**config.mk**
```make
export PLATFORM = sky130hd
export DESIGN_NAME = video_timing_gen
export DESIGN_NICKNAME = d
export VERILOG_FILES = /design/src/rtl/video_timing_gen_pkg.sv /design/src/rtl/video_timing_gen_sync_counter.sv /design/src/rtl/video_timing_gen.sv
export SDC_FILE = /design/constraint.sdc
export NUM_CORES = 1
export LEC_CHECK = 0
export ABC_CLOCK_PERIOD_IN_PS = 3520
export BUFFER_PORTS_ARGS = -buffer_cell sky130_fd_sc_hd__buf_2
export CORE_AREA = 2 2 94 105
export DETAILED_ROUTE_END_ITERATION = 12
export DIE_AREA = 0 0 96 107
export HOLD_SLACK_MARGIN = 0.06
export PLACE_DENSITY = 0.88
export SLEW_MARGIN = 20
export SYNTH_ARGS = -nofsm -noshare
export SYNTH_HDL_FRONTEND = slang
export SYNTH_SLANG_ARGS = --single-unit
```
**constraint.sdc**
```tcl
create_clock -name clkPixel -period 3.52 [get_ports clkPixel]
set_clock_uncertainty 0.1 [all_clocks]
set_input_delay 0.88 -clock clkPixel [delete_from_list [all_inputs] [get_ports clkPixel]]
set_output_delay 0.88 -clock clkPixel [all_outputs]
set_load 0.005 [all_outputs]
```
**src/rtl/video_timing_gen_pkg.sv**
```systemverilog
// Shared GPU video package.
// Holds the coordinate width, the default 640x480@60 timing constants and
// small helpers for decoding sync windows. Imported by video_timing_gen and
// its sync_counter sub-module.
package video_timing_gen_pkg;

  localparam int COORD_W = 12;
  typedef logic [COORD_W-1:0] coord_t;

  // Default 640x480 timing (pixel clocks / lines)
  localparam int DEF_H_ACTIVE = 640;
  localparam int DEF_H_FP     = 16;
  localparam int DEF_H_SYNC   = 96;
  localparam int DEF_H_BP     = 48;
  localparam int DEF_V_ACTIVE = 480;
  localparam int DEF_V_FP     = 10;
  localparam int DEF_V_SYNC   = 2;
  localparam int DEF_V_BP     = 33;

  // True while lo <= pos < lo+len
  function automatic logic in_window(input coord_t pos, input int lo, input int len);
    return (int'(pos) >= lo) && (int'(pos) < lo + len);
  endfunction

  // Drive the polarity level inside the pulse, its complement outside
  function automatic logic sync_level(input logic in_pulse, input logic pol);
    return in_pulse ? pol : ~pol;
  endfunction

endpackage

```
**src/rtl/video_timing_gen_sync_counter.sv**
```systemverilog
// sync_counter: wrapping horizontal/vertical position counter pair.
// Ports:
//   clk     - clock
//   srst    - synchronous active-high reset, loads (H_INIT, V_INIT)
//   load    - synchronous load of (H_INIT, V_INIT) (idle / start-of-run)
//   h_next  - position the counter takes at the next clock edge (x)
//   v_next  - position the counter takes at the next clock edge (y)
// The next-state values are exported so the parent can register decoded
// outputs in the same cycle as the position they describe.
module sync_counter
  import video_timing_gen_pkg::*;
#(
  parameter int H_TOTAL = 800,
  parameter int V_TOTAL = 525,
  parameter int H_INIT  = 0,
  parameter int V_INIT  = 0
) (
  input  logic               clk,
  input  logic               srst,
  input  logic               load,
  output logic [COORD_W-1:0] h_next,
  output logic [COORD_W-1:0] v_next
);

  coord_t h_reg;
  coord_t v_reg;

  always_comb begin
    h_next = h_reg;
    v_next = v_reg;
    if (srst || load) begin
      h_next = coord_t'(H_INIT);
      v_next = coord_t'(V_INIT);
    end else if (h_reg == coord_t'(H_TOTAL - 1)) begin
      h_next = '0;
      v_next = (v_reg == coord_t'(V_TOTAL - 1)) ? '0 : v_reg + coord_t'(1);
    end else begin
      h_next = h_reg + coord_t'(1);
    end
  end

  always_ff @(posedge clk) begin
    if (srst) begin
      h_reg <= coord_t'(H_INIT);
      v_reg <= coord_t'(V_INIT);
    end else begin
      h_reg <= h_next;
      v_reg <= v_next;
    end
  end

endmodule

```
**src/rtl/video_timing_gen.sv**
```systemverilog
// video_timing_gen: raster timing generator with pixel replication,
// prefetch coordinates and frame/line interrupts.
// Ports:
//   clkPixel    - pixel clock (sole clock)
//   reset       - synchronous active-high reset (same state as enable=0)
//   enable      - 1 runs the timing, 0 parks the generator at (0,0) idle
//   line_cmp    - line number that raises line_irq at h_count=H_ACTIVE
//   h_count/v_count - current raster position
//   hsync/vsync - sync outputs, polarity set by HSYNC_POL/VSYNC_POL
//   de          - display enable (active area)
//   fb_x/fb_y   - scaled framebuffer coordinates (0 outside active area)
//   fetch_x/fetch_y/fetch_valid - scaled coordinates PREFETCH cycles ahead
//   frameDrawn  - one-cycle pulse at (0, V_ACTIVE)
//   line_irq    - one-cycle pulse at (H_ACTIVE, line_cmp)
// Every output is a register loaded from the counters' next-state values,
// so all outputs describe the same position with no skew.
module video_timing_gen
  import video_timing_gen_pkg::*;
#(
  parameter int H_ACTIVE   = DEF_H_ACTIVE,
  parameter int H_FP       = DEF_H_FP,
  parameter int H_SYNC     = DEF_H_SYNC,
  parameter int H_BP       = DEF_H_BP,
  parameter int V_ACTIVE   = DEF_V_ACTIVE,
  parameter int V_FP       = DEF_V_FP,
  parameter int V_SYNC     = DEF_V_SYNC,
  parameter int V_BP       = DEF_V_BP,
  parameter bit HSYNC_POL  = 1'b0,
  parameter bit VSYNC_POL  = 1'b0,
  parameter int SCALE_LOG2 = 1,
  parameter int PREFETCH   = 2
) (
  input  logic               clkPixel,
  input  logic               reset,
  input  logic               enable,
  input  logic [COORD_W-1:0] line_cmp,
  output logic [COORD_W-1:0] h_count,
  output logic [COORD_W-1:0] v_count,
  output logic               hsync,
  output logic               vsync,
  output logic               de,
  output logic [COORD_W-1:0] fb_x,
  output logic [COORD_W-1:0] fb_y,
  output logic [COORD_W-1:0] fetch_x,
  output logic [COORD_W-1:0] fetch_y,
  output logic               fetch_valid,
  output logic               frameDrawn,
  output logic               line_irq
);

  localparam int H_TOTAL = H_ACTIVE + H_FP + H_SYNC + H_BP;
  localparam int V_TOTAL = V_ACTIVE + V_FP + V_SYNC + V_BP;
  // Fetch counter parks at (0,0) advanced by PREFETCH cycles
  localparam int FETCH_H0 = PREFETCH % H_TOTAL;
  localparam int FETCH_V0 = (PREFETCH / H_TOTAL) % V_TOTAL;

  // run_reg is low while idle; the first enabled edge after idle loads
  // (0,0) into the counters so that position is displayed with de=1
  // instead of being skipped.
  logic   run_reg;
  logic   load;
  coord_t disp_h, disp_v, fetch_h, fetch_v;

  assign load = ~enable | ~run_reg;

  sync_counter #(
    .H_TOTAL (H_TOTAL),
    .V_TOTAL (V_TOTAL),
    .H_INIT  (0),
    .V_INIT  (0)
  ) u_disp_cnt (
    .clk    (clkPixel),
    .srst   (reset),
    .load   (load),
    .h_next (disp_h),
    .v_next (disp_v)
  );

  sync_counter #(
    .H_TOTAL (H_TOTAL),
    .V_TOTAL (V_TOTAL),
    .H_INIT  (FETCH_H0),
    .V_INIT  (FETCH_V0)
  ) u_fetch_cnt (
    .clk    (clkPixel),
    .srst   (reset),
    .load   (load),
    .h_next (fetch_h),
    .v_next (fetch_v)
  );

  // Decode of the upcoming position
  logic   hsync_next, vsync_next, de_next, fetch_valid_next;
  logic   frame_next, line_next;
  coord_t fb_x_next, fb_y_next, fetch_x_next, fetch_y_next;

  always_comb begin
    hsync_next       = sync_level(in_window(disp_h, H_ACTIVE + H_FP, H_SYNC), HSYNC_POL);
    vsync_next       = sync_level(in_window(disp_v, V_ACTIVE + V_FP, V_SYNC), VSYNC_POL);
    de_next          = (int'(disp_h) < H_ACTIVE) && (int'(disp_v) < V_ACTIVE);
    fetch_valid_next = (int'(fetch_h) < H_ACTIVE) && (int'(fetch_v) < V_ACTIVE);
    fb_x_next        = de_next ? (disp_h >> SCALE_LOG2) : '0;
    fb_y_next        = de_next ? (disp_v >> SCALE_LOG2) : '0;
    fetch_x_next     = fetch_valid_next ? (fetch_h >> SCALE_LOG2) : '0;
    fetch_y_next     = fetch_valid_next ? (fetch_v >> SCALE_LOG2) : '0;
    frame_next       = (disp_h == '0) && (disp_v == coord_t'(V_ACTIVE));
    // v never exceeds V_TOTAL-1, so out-of-range line_cmp never matches
    line_next        = (disp_h == coord_t'(H_ACTIVE)) && (disp_v == line_cmp);
  end

  logic   hsync_reg, vsync_reg, de_reg, fetch_valid_reg, frame_reg, line_reg;
  coord_t h_count_reg, v_count_reg, fb_x_reg, fb_y_reg, fetch_x_reg, fetch_y_reg;

  always_ff @(posedge clkPixel) begin
    if (reset || !enable) begin
      run_reg         <= 1'b0;
      h_count_reg     <= '0;
      v_count_reg     <= '0;
      hsync_reg       <= ~HSYNC_POL;
      vsync_reg       <= ~VSYNC_POL;
      de_reg          <= 1'b0;
      fb_x_reg        <= '0;
      fb_y_reg        <= '0;
      fetch_x_reg     <= '0;
      fetch_y_reg     <= '0;
      fetch_valid_reg <= 1'b0;
      frame_reg       <= 1'b0;
      line_reg        <= 1'b0;
    end else begin
      run_reg         <= 1'b1;
      h_count_reg     <= disp_h;
      v_count_reg     <= disp_v;
      hsync_reg       <= hsync_next;
      vsync_reg       <= vsync_next;
      de_reg          <= de_next;
      fb_x_reg        <= fb_x_next;
      fb_y_reg        <= fb_y_next;
      fetch_x_reg     <= fetch_x_next;
      fetch_y_reg     <= fetch_y_next;
      fetch_valid_reg <= fetch_valid_next;
      frame_reg       <= frame_next;
      line_reg        <= line_next;
    end
  end

  assign h_count     = h_count_reg;
  assign v_count     = v_count_reg;
  assign hsync       = hsync_reg;
  assign vsync       = vsync_reg;
  assign de          = de_reg;
  assign fb_x        = fb_x_reg;
  assign fb_y        = fb_y_reg;
  assign fetch_x     = fetch_x_reg;
  assign fetch_y     = fetch_y_reg;
  assign fetch_valid = fetch_valid_reg;
  assign frameDrawn  = frame_reg;
  assign line_irq    = line_reg;

endmodule

```
Yosys cells after proc, flatten, opt, wreduce, memory -nomap -nowiden:

Index checks and enable logic that the tools add are counted.

* register bits after elaboration: 127
* bits of input ports: 15
* output and inout bits: 78
* word-level logic and storage cells: 70

* $add $sub $neg: 4
* order comparisons: 8
* equal/unequal tests: 7
* multiplexer cells: 13
* bitwise logic cells: 5
* reduce and logical (&&, ||, !) cells: 12

Operator list (count)
* $mux 12: 10
* $eq 12x10->1 const B: 5
* $add 12x1->12 const B: 4
* $lt 12x10->1 const B: 3
* $lt 12x9->1 const B: 3
* $eq 12x12->1: 1
* $eq 12x9->1 const B: 1
* $ge 12x10->1 const B: 1
* $ge 12x9->1 const B: 1
* $logic_not 12->1: 1
* $logic_and 1x1->1: 6
* $not 1->1: 4
* $reduce_or 2->1: 2
* $mux 1: 3
* $logic_or 1x1->1: 2
* $logic_not 1->1: 1
* $or 1x1->1: 1

Logic depth before layout (Yosys ltp):

Gate-level depths: netlist of run 1.

* depth in word-level cells: 8
* depth in mapped cells: 11

Modules after synthesis:

Synthesis of run 1 repeated with hierarchy kept, for this count alone.

* cell total of the unflattened synthesis: 526
* area total of the unflattened synthesis: 4857.2 um^2

By module, submodules not included
* video_timing_gen: times used 1, cells an instance 190, area an instance 2268.4 um^2, seq. area each 1501.4 um^2
* sync_counter at u_disp_cnt: times used 1, cells an instance 168, area an instance 1306.3 um^2, seq. area each 480.5 um^2
* sync_counter at u_fetch_cnt: times used 1, cells an instance 168, area an instance 1282.5 um^2, seq. area each 480.5 um^2

Worst setup path after synthesis of run 1:

No wires, ideal clock.

* path kind: flip-flop to flip-flop
* from: reg u_disp_cnt.h_reg[0]
* to: reg line_reg (netlist: line_irq)
* arrival time: 3.051 ns
* slack: 0.281 ns
* cell stages (with the launch flop): 11
* clock period less this slack: 3.239 ns
* cell sequence: dfxtp_1 ha_1 clkbuf_1 nand4_1 or4_4 buf_6 or3_4 nand3_2 o2111ai_1 or4_1 nor4_2

* cells in the longest elaborated chain, start to end: 5
* elaborated cells on any way between the ends: 9
* those cells by class: 1 x add/sub; 3 x eq/ne; 4 x mux; 1 x reduce/logical

Ends and longest elaborated chain
* start: declaration: RTL line video_timing_gen_sync_counter.sv:25 `coord_t h_reg;`
* start signal: assignment: RTL line video_timing_gen_sync_counter.sv:44 `h_reg <= coord_t'(H_INIT);`
* start signal: assignment: RTL line video_timing_gen_sync_counter.sv:47 `h_reg <= h_next;`
* $add 12x1->12 or $eq 12x10->1 (tied branches): RTL line video_timing_gen_sync_counter.sv:38, video_timing_gen_sync_counter.sv:34
* $mux 12: RTL line video_timing_gen_sync_counter.sv:34 `end else if (h_reg == coord_t'(H_TOTAL - 1)) begin`
* $mux 12: RTL line video_timing_gen_sync_counter.sv:31 `if (srst || load) begin`
* $eq 12x10->1 or $eq 12x12->1 (tied branches): RTL line video_timing_gen.sv:108 `line_next = (disp_h == coord_t'(H_ACTIVE)) && (disp_v == line_cmp);`
* $logic_and 1x1->1 (*): RTL line video_timing_gen.sv:108
* end signal: assignment: RTL line video_timing_gen.sv:142 `line_reg <= line_next;`
* end: declaration: RTL line video_timing_gen.sv:111 `logic hsync_reg, vsync_reg, de_reg, fetch_valid_reg, frame_reg, line_reg;`

Every way passes the cells marked *; elsewhere a longest branch is shown, timed or not.
A chain may end at the register's enable or synchronous reset.

Final worst setup path of run 1:

* from: reg u_disp_cnt.h_reg[5]
* to: reg frame_reg (netlist: frameDrawn)

* cells in the longest elaborated chain, start to end: 5
* elaborated cells on any way between the ends: 9
* those cells by class: 1 x add/sub; 2 x eq/ne; 4 x mux; 2 x reduce/logical

Ends and longest elaborated chain
* $add 12x1->12 or $eq 12x10->1 (tied branches): RTL line video_timing_gen_sync_counter.sv:38, video_timing_gen_sync_counter.sv:34
* $mux 12: RTL line video_timing_gen_sync_counter.sv:34
* $mux 12: RTL line video_timing_gen_sync_counter.sv:31
* $logic_not 12->1 or $eq 12x9->1 (tied branches): RTL line video_timing_gen.sv:106 `frame_next = (disp_h == '0) && (disp_v == coord_t'(V_ACTIVE));`
* $logic_and 1x1->1 (*): RTL line video_timing_gen.sv:106
* end signal: assignment: RTL line video_timing_gen.sv:141 `frame_reg <= frame_next;`
* end: declaration: RTL line video_timing_gen.sv:111

Marked as above.

==> out/metrics.csv, run 1 <==
metric,value,unit
largest net degree at the start of global routing,21,
CTS Buf Count,17,
Cells after DPL,743,
Layout area overhead,25.37,%
Finished Layout Cells,775,
Setup TNS Final,0,ns
peak supply drop,415.9,uV
"Slew Viols, Final",0,
Yosys Warn Count,0,
share of cells above drive strength 1,23.86,%
Placer Congestion,0.9640,
most common cell in the synthesized netlist,dfxtp_1,
storage element area,2462,um^2
worst-case clock buffer depth,2,
first-pass GRT wire length,20.97,mm
initial antenna violation count,0,
Clock Root Buffer,clkbuf_8,
Starting DRT DRC Count,281,
Synth top area share,50.08,%
Fillers,754,
Critical Path RT,3.88,ns
Yosys reg bits,123,
Worst slew margin,59.82,%
fin crit share,95.02,%
Sink Count,123,
dpl hpwl,9.257,mm
GR Util All Layers,26.53,%
synthesized area,4917,um^2
Post-synth EDFFs,0,
setup repair after global routing missed its margin,no,
clock latency on the worst-skew pair,0.52,ns
Nets,666,
Worst EP arrival,3.70,ns
Hold Crit Endpoint,u_fetch_cnt.h_reg[0],
number of cells on the worst reg-to-reg path,7,
Synth Area per Inst,9.174,um^2
RR Startpoint,u_disp_cnt.h_reg[5],
Via density,5.825,
post-route minimum period,3.345,ns
Max Cap Viol,0,
main area contributors after synthesis,"dfxtp_1 (50%), nor2_1 (5.4%), xnor2_1 (3.6%)",
commonest cells in the synthesized netlist,"dfxtp_1 (123), nor2_1 (71), nor3_1 (29)",
dominant synthesized flop cell,dfxtp_1,
hold depth,1,
core area,9213,um^2
post-cts sizing count,1,
Post-Synthesis Cells,536,
Die Wd,96,um
PortBufs,88,
number of nets with antenna violations after routing,0,
worst-margin pin slew,0.5991,ns
Starting Density,53.37,%
reg2reg end,frameDrawn,
Post-CTS Setup Inserts,0,
post-synthesis sequential area ratio,50.08,%
status,"finished, final reports clean",
Cell Rows,37,
pwr/cell area,524.2,nW/um^2
top cell type by total area after synthesis,dfxtp_1,
Finished Cell Area,6165,um^2
Multi-input gate area,2291,um^2
detailed-route DRC error count,0,
Final Hold Fails,0,
TritonCTS clock tree,done,
Achievable Freq,299.0,MHz
Power Total,0.003232,W
H-tree Lvls,4,
vias in the first global route,4413,
"Reg clk slew, reported paths",0.06,ns
worst-path fanout max,9,
total routed wirelength,12.95,mm
crit path from,u_disp_cnt.h_reg[5],
worst min-delay path category,flop to flop,
Post-DP Area,5533,um^2
Async SR Flop Fraction,0,%
die area,10270,um^2
DIE HEIGHT,107,um
hold_sp,u_fetch_cnt.h_reg[0],
"Distinct cells, synth",63,
Ports,93,
CP endpoint kind,flop,
Leak,2.465,nW
via count,4514,
hold_buf cts,0,
WL/cell,16.70,um
FF-to-FF setup slack,0.18,ns
Pre-antenna DRT Iters,5,
Finish-stage setup viols,0,
kind of start point of the critical path,flop,
# diodes,0,
Worst Setup Path Type,flop to flop,
grt total ovfl,0,
[cells in the final DEF (no fill, tap or decap), drive strengths merged, types with 19 or more instances in the layout]
cell,n
a21oi,20
dfxtp,123
buf,103
inv,30
xnor2,20
clkbuf,19
nor3,30
nand3,26
nand2,23
nand4,20
nor2,71
[power breakdown]
group          switching [W]  total (W)  internal [W]
clock               0.000639    0.00176       0.00112
sequential        0.00000348    0.00141       0.00140
combinational      0.0000418  0.0000686     0.0000268
[cells by family after synthesis]
group,synth area share (%)
compound gates,8.804
xor+xnor,6.412
fa+ha+maj,1.527
buf+inv,4.936
flops,50.08
mux,0.8397
other cells,0.07626
simple gates,27.33
[cell type report]
class	instances	area share, %
sequential	123	39.94
multi-input combinational	372	37.16
clock buffer	19	7.165
inverter	28	1.705
timing repair buffer	103	8.971
clock inverter	13	2.679
tap	117	2.375
[worst max-delay path by stage]
stage,to,slack [ns],cells past startpoint
3_5_place_dp,fetch_y[5],-0.002,8
2_1_floorplan,line_irq,0.28,10
4_1_cts,fetch_y[5],0.08,8
3_3_place_gp,fetch_y[6],0.27,8
6_report,frameDrawn,0.18,7
5_1_grt,frameDrawn,0.06,8
[through the flow]
stage          utilization (%)  worst slack, ns  hold slack, ns
6_report                 66.92           0.1753          0.3898
5_1_grt                  66.92          0.05762          0.4290
4_1_cts                  66.70          0.08014          0.3912
3_5_place_dp             60.06        -0.002463          0.3778
3_3_place_gp             60.06           0.2689          0.3425
2_1_floorplan                -           0.2807          0.3299
[routing by layer]
metal	routed length [um]	up-vias	GRT usage, %	part of all wire [%]
met5	0	-	0	0
li1	-	2107	-	-
met4	468	0	13.67	3.6
met1	5105	2125	31.36	39
met2	6299	238	43.30	49
met3	1071	44	7.449	8.3
[critical path, cell delays in order (launching register included)]
cell     delay, ns
dfxtp_1       0.39
or4_4         0.61
or4_4         0.60
or3_4         0.42
a21oi_1       0.26
nand4_1       0.24
nor4_2        0.43
and4_1        0.23
No activity file was read; power rests on OpenSTA's default activity.
==> run 2, diff against run 1 <==
CORE_AREA = 2 2 83 117   (was 2 2 94 105)
DIE_AREA = 0 0 85 119   (was 0 0 96 107)
PLACE_DENSITY = 0.89   (was 0.88)
==> out/metrics.csv, run 2 (synthesized netlist as in run 1, its figures left out) <==
metric,value,unit,change
Setup TNS Final,0,ns,unchanged
peak supply drop,444.1,uV,+6.8%
Pre-antenna DRT Iters,7,,+2
"Slew Viols, Final",0,,unchanged
worst-margin pin slew,0.5806,ns,-0.01851 ns
post-route minimum period,3.366,ns,+0.02170 ns
dpl hpwl,8.980,mm,-3.0%
Fillers,714,,-5.3%
total routed wirelength,12.63,mm,-2.4%
Cell Rows,42,,+14%
Ports,93,,unchanged
Starting DRT DRC Count,396,,+41%
Worst slew margin,60.99,%,+1.2 points
clock network fraction of design power,54.8,%,+0.4 points
"Reg clk slew, reported paths",0.06,ns,about the same
Flop pwr share,43.1,%,-0.4 points
Die Wd,85,um,-11%
worst min-delay path category,flop to flop,,
initial antenna violation count,0,,unchanged
worst-case clock buffer depth,2,,unchanged
grt total ovfl,0,,unchanged
clock latency on the worst-skew pair,0.42,ns,-0.10 ns
Placer Congestion,0.9543,,-1.0%
PortBufs,88,,unchanged
first-pass GRT wire length,20.07,mm,-4.3%
# diodes,0,,unchanged
CP endpoint kind,flop,,
hold_buf cts,0,,unchanged
largest net degree at the start of global routing,21,,unchanged
hold_sp,u_fetch_cnt.h_reg[0],,
Achievable Freq,297.1,MHz,-0.64%
switch share,20.94,%,-0.22 points
"most common cell after layout, fill and taps aside",dfxtp_1,,
Clock Root Buffer,clkbuf_16,,
Critical Path RT,3.78,ns,-0.10 ns
internal power,0.002580,W,+1.3%
share of cells above drive strength 1,23.17,%,-0.69 points
FF-to-FF setup slack,0.15,ns,-0.02 ns
worst-path fanout max,9,,unchanged
detailed-route DRC error count,0,,unchanged
TritonCTS clock tree,done,,
Comb pwr share,2.1,%,about the same
Hold Crit Endpoint,u_fetch_cnt.h_reg[0],,
number of nets with antenna violations after routing,0,,unchanged
DIE HEIGHT,119,um,+11%
Worst Setup Path Type,flop to flop,,
reg2reg end,frameDrawn,,
vias in the first global route,4262,,-3.4%
Sink Count,123,,unchanged
H-tree Lvls,4,,unchanged
core area,9196,um^2,-0.18%
WL/cell,16.49,um,-1.3%
fin crit share,95.64,%,+0.62 points
post-cts sizing count,0,,-1
Multi-input gate area,2286,um^2,-0.22%
setup repair after global routing missed its margin,no,,
storage element area,2462,um^2,unchanged
most frequent cells in the layout,"dfxtp_1 (123), buf_2 (88), nor2_1 (71), inv_1 (28), nor3_1 (28)",,
CTS Buf Count,17,,unchanged
Power Total,0.003264,W,+0.99%
status,"finished, final reports clean",,
Starting Density,53.47,%,+0.094 points
P_sw,0.0006834,W,about the same
RR Startpoint,u_disp_cnt.h_reg[5],,
Layout area overhead,25.09,%,
pwr/cell area,530.6,nW/um^2,+1.2%
hold_ws,0.3716,ns,-0.01820 ns
kind of start point of the critical path,flop,,
die area,10120,um^2,-1.5%
Leak,2.468,nW,+0.11%
Finish-stage setup viols,0,,unchanged
number of cells on the worst reg-to-reg path,7,,unchanged
Max Cap Viol,0,,unchanged
GR Util All Layers,25.25,%,-1.3 points
via count,4513,,-0.022%
Worst EP arrival,3.62,ns,-0.08 ns
Nets,664,,-0.30%
hold depth,1,,unchanged
Post-CTS Setup Inserts,0,,unchanged
Via density,5.892,,+1.2%
Final Hold Fails,0,,unchanged
-- run 2: cell types whose count changed in the layout (fill, tap and decap cells not counted), sizes merged --
| cell | before | now |
|---|---|---|
| buf | 103 | 101 |
| clkinv | 4 | 6 |
| inv | 30 | 28 |
-- run 2: worst max path at each step --
stage | slack (ns) | startpoint | cells after the start | to
2_1_floorplan | 0.28 | u_disp_cnt.h_reg[0] | 10 | line_irq
3_3_place_gp | 0.31 | u_fetch_cnt.h_reg[0] | 8 | fetch_x[3]
3_5_place_dp | 0.1 | u_fetch_cnt.h_reg[0] | 8 | fetch_x[4]
4_1_cts | 0.005 | u_fetch_cnt.h_reg[0] | 8 | fetch_x[5]
5_1_grt | 0.01 | u_disp_cnt.h_reg[5] | 7 | frameDrawn
6_report | 0.15 | u_disp_cnt.h_reg[5] | 7 | frameDrawn
-- run 2: through the flow --
stage	util [%]	instance area, um^2	worst slack [ns]	instances
after detailed placement	59.90	5509	0.09623	734
after global placement	59.90	5509	0.3106	734
after global routing	66.88	6151	0.01163	766
after CTS	66.67	6131	0.004654	766
final	66.88	6151	0.1536	766
after floorplan	-	4966	0.2807	549
-- run 2: power groups by stage --
stage                     Clock [W]  Sequential [W]  Combinational (W)
after global routing        0.00187         0.00141          0.0000734
after global placement            0         0.00144          0.0000632
final                       0.00179         0.00141          0.0000675
after detailed placement          0         0.00144          0.0000641
after CTS                   0.00180         0.00141          0.0000650
after floorplan                   0         0.00144          0.0000334
-- run 2: layout make-up --
class	instances	area share [%]
clock buffers	19	7.364
well taps	110	2.238
repair buffers	101	8.747
multi-input cells	372	37.16
inverters	28	1.709
clock inverters	13	2.746
flip-flops and latches	123	40.03
-- run 2: critical path: stages (launching register included) --
cell     delay (ns)
dfxtp_1        0.40
or4_4          0.62
or4_4          0.62
or4_4          0.46
a21oi_2        0.22
nand4_1        0.23
nor4_1         0.42
and4_1         0.24
-- run 2: layer usage --
layer / global-route usage [%] / part of all wire [%] / wire length (um)
met1: 27.29 / 38 / 4757
met2: 42.58 / 50 / 6281
met3: 6.791 / 7.2 / 915
met4: 16.57 / 5.4 / 676
met5: 0 / 0 / 0
==> run 3, diff against run 2 <==
BUFFER_PORTS_ARGS = -buffer_cell sky130_fd_sc_hd__buf_4   (was -buffer_cell sky130_fd_sc_hd__buf_2)
PLACE_DENSITY = 0.87   (was 0.89)
==> out/metrics.csv, run 3 (synthesized netlist as in run 1, its figures left out) <==
metric,value,unit,change
clock latency on the worst-skew pair,0.41,ns,about the same
Via density,5.842,,-0.85%
worst path bufs/invs,0,,unchanged
core area,9196,um^2,unchanged
CTS Buf Count,17,,unchanged
Critical-path top delay cell,or4_4,,
FF-to-FF setup slack,0.14,ns,about the same
die area,10120,um^2,unchanged
initial antenna violation count,0,,unchanged
most frequent cells in the layout,"dfxtp_1 (122), buf_4 (99), nor2_1 (71), inv_1 (28), nor3_1 (28)",,
worst min-delay path category,flop to flop,,
worst-path cell chain,or4_4 > or4_4 > or3_4 > a21oi_1 > nand4_1 > nor4_2 > and4_1,,
H-tree Lvls,4,,unchanged
post-route minimum period,3.380,ns,+0.01368 ns
Finished Cell Area,6416,um^2,+4.3%
internal power,0.002742,W,+6.3%
Max Cap Viol,0,,unchanged
Worst slew margin,60.77,%,-0.22 points
Worst EP arrival,3.63,ns,about the same
P_sw,0.0006457,W,-5.5%
worst-path fanout max,9,,unchanged
Sink Count,123,,unchanged
clock network fraction of design power,56.2,%,+1.4 points
total routed wirelength,12.90,mm,+2.2%
reg2reg end,frameDrawn,,
Die Wd,85,um,unchanged
switch share,19.06,%,-1.9 points
Power Total,0.003388,W,+3.8%
grt total ovfl,0,,unchanged
vias in the first global route,4248,,-0.33%
number of cells on the worst reg-to-reg path,7,,unchanged
Final WS setup,0.1399,ns,-0.01368 ns
Placer Congestion,0.9500,,-0.45%
critical path depth,7,,unchanged
CP endpoint kind,flop,,
share of cells above drive strength 1,23.24,%,+0.071 points
Starting Density,53.47,%,unchanged
setup repair after global routing missed its margin,no,,
Achievable Freq,295.8,MHz,-0.40%
CP dominant cell by count,or4_4,,
fin util,69.77,%,+2.9 points
Worst Setup Path Type,flop to flop,,
fin crit share,96.03,%,+0.39 points
Leak,2.503,nW,+1.4%
peak supply drop,473.6,uV,+6.6%
"Reg clk slew, reported paths",0.05,ns,about the same
detailed-route DRC error count,0,,unchanged
"most common cell after layout, fill and taps aside",dfxtp_1,,
"Slew Viols, Final",0,,unchanged
number of nets with antenna violations after routing,0,,unchanged
Nets,662,,-0.30%
# diodes,0,,unchanged
worst-margin pin slew,0.5839,ns,+0.003289 ns
Finish-stage setup viols,0,,unchanged
pwr/cell area,528.1,nW/um^2,-0.48%
Post-DP Area,5707,um^2,+3.6%
RR Startpoint,u_disp_cnt.h_reg[5],,
Final Hold Fails,0,,unchanged
PortBufs,88,,unchanged
largest net degree at the start of global routing,25,,+19%
hold_ws,0.3819,ns,+0.01037 ns
via count,4463,,-1.1%
Starting DRT DRC Count,376,,-5.1%
Pre-antenna DRT Iters,6,,-1
Ports,93,,unchanged
kind of start point of the critical path,flop,,
critical path capture point,frameDrawn,,
Flop pwr share,41.5,%,-1.6 points
Critical Path RT,3.77,ns,about the same
status,"finished, final reports clean",,
worst-case clock buffer depth,2,,unchanged
TritonCTS clock tree,done,,
dpl hpwl,8.737,mm,-2.7%
first-pass GRT wire length,20.02,mm,-0.24%
GR Util All Layers,25.06,%,-0.19 points
"delay-heaviest family, CP",simple AND/OR/NAND/NOR gates,,
DIE HEIGHT,119,um,unchanged
Comb pwr share,2.2,%,about the same
Fillers,718,,+0.56%
Cell Rows,42,,unchanged
WL/cell,16.89,um,+2.4%
hold_buf cts,0,,unchanged
Layout area overhead,30.48,%,
crit path from,u_disp_cnt.h_reg[5],,
critical path's largest stage delay,0.65,ns,+0.03 ns
dpl ws,0.01951,ns,-0.07672 ns
Clock Root Buffer,clkbuf_16,,
run 3: cell count changes in the layout (fill, tap and decap cells not counted), moves of 2 or more:
cell,before,now
buf_4,13,99
bufinv_16,3,5
clkinv_2,1,4
buf_2,88,0
clkinv_4,5,0
run 3: worst min-delay path by stage:
stage,from,endpoint,slack (ns),depth (start not counted)
2_1_floorplan,u_fetch_cnt.h_reg[0],u_fetch_cnt.h_reg[0],0.33,1
3_3_place_gp,u_fetch_cnt.h_reg[0],u_fetch_cnt.h_reg[0],0.35,1
3_5_place_dp,u_fetch_cnt.h_reg[0],u_fetch_cnt.h_reg[0],0.36,1
4_1_cts,u_fetch_cnt.h_reg[0],u_fetch_cnt.h_reg[0],0.38,1
5_1_grt,u_fetch_cnt.h_reg[0],u_fetch_cnt.h_reg[0],0.40,1
6_report,u_fetch_cnt.h_reg[0],u_fetch_cnt.h_reg[0],0.38,1
run 3: metrics by stage:
stage,TNS (ns),std cells
final,0,764
after floorplan,0,549
after global routing,0,764
after global placement,0,731
after CTS,-0.05436,763
after detailed placement,0,731
run 3: final cells by class:
cell class,count,area (um^2),share of cell area (%)
Clock buffer,20,466.7,7.274
Clock inverter,12,192.7,3.003
Inverter,28,105.1,1.638
Multi-Input combinational cell,372,2307,35.96
Sequential cell,123,2464,38.40
Tap cell,110,137.6,2.145
Timing Repair Buffer,99,743.2,11.58
run 3: what timing repair did:
action,in CTS,in global routing
pin swaps,0,1
resized for setup,0,8
setup buffers,0,1
endpoints found under the setup margin,3,34
run 3: worst reg2reg max path, stage by stage (launching register included):
cell     delay [ns]
dfxtp_1        0.41
or4_4          0.65
or4_4          0.61
or3_4          0.42
a21oi_1        0.29
nand4_1        0.24
nor4_2         0.36
and4_1         0.24
run 3: per-layer routing:
| metal | track usage [%] | vias up | wire, um |
|---|---|---|---|
| li1 | - | 2101 | - |
| met1 | 28.18 | 2068 | 4889 |
| met2 | 41.94 | 237 | 6498 |
| met3 | 7.069 | 57 | 999 |
| met4 | 14.19 | 0 | 517 |
| met5 | 0 | - | 0 |
run 3: power by group through the flow:
stage,clock [W],sequential (W),combinational (W)
2_1_floorplan,0,0.00144,0.0000334
5_1_grt,0.00198,0.00141,0.0000812
6_report,0.00191,0.00141,0.0000755
3_3_place_gp,0,0.00144,0.0000716
4_1_cts,0.00193,0.00141,0.0000728
3_5_place_dp,0,0.00144,0.0000723
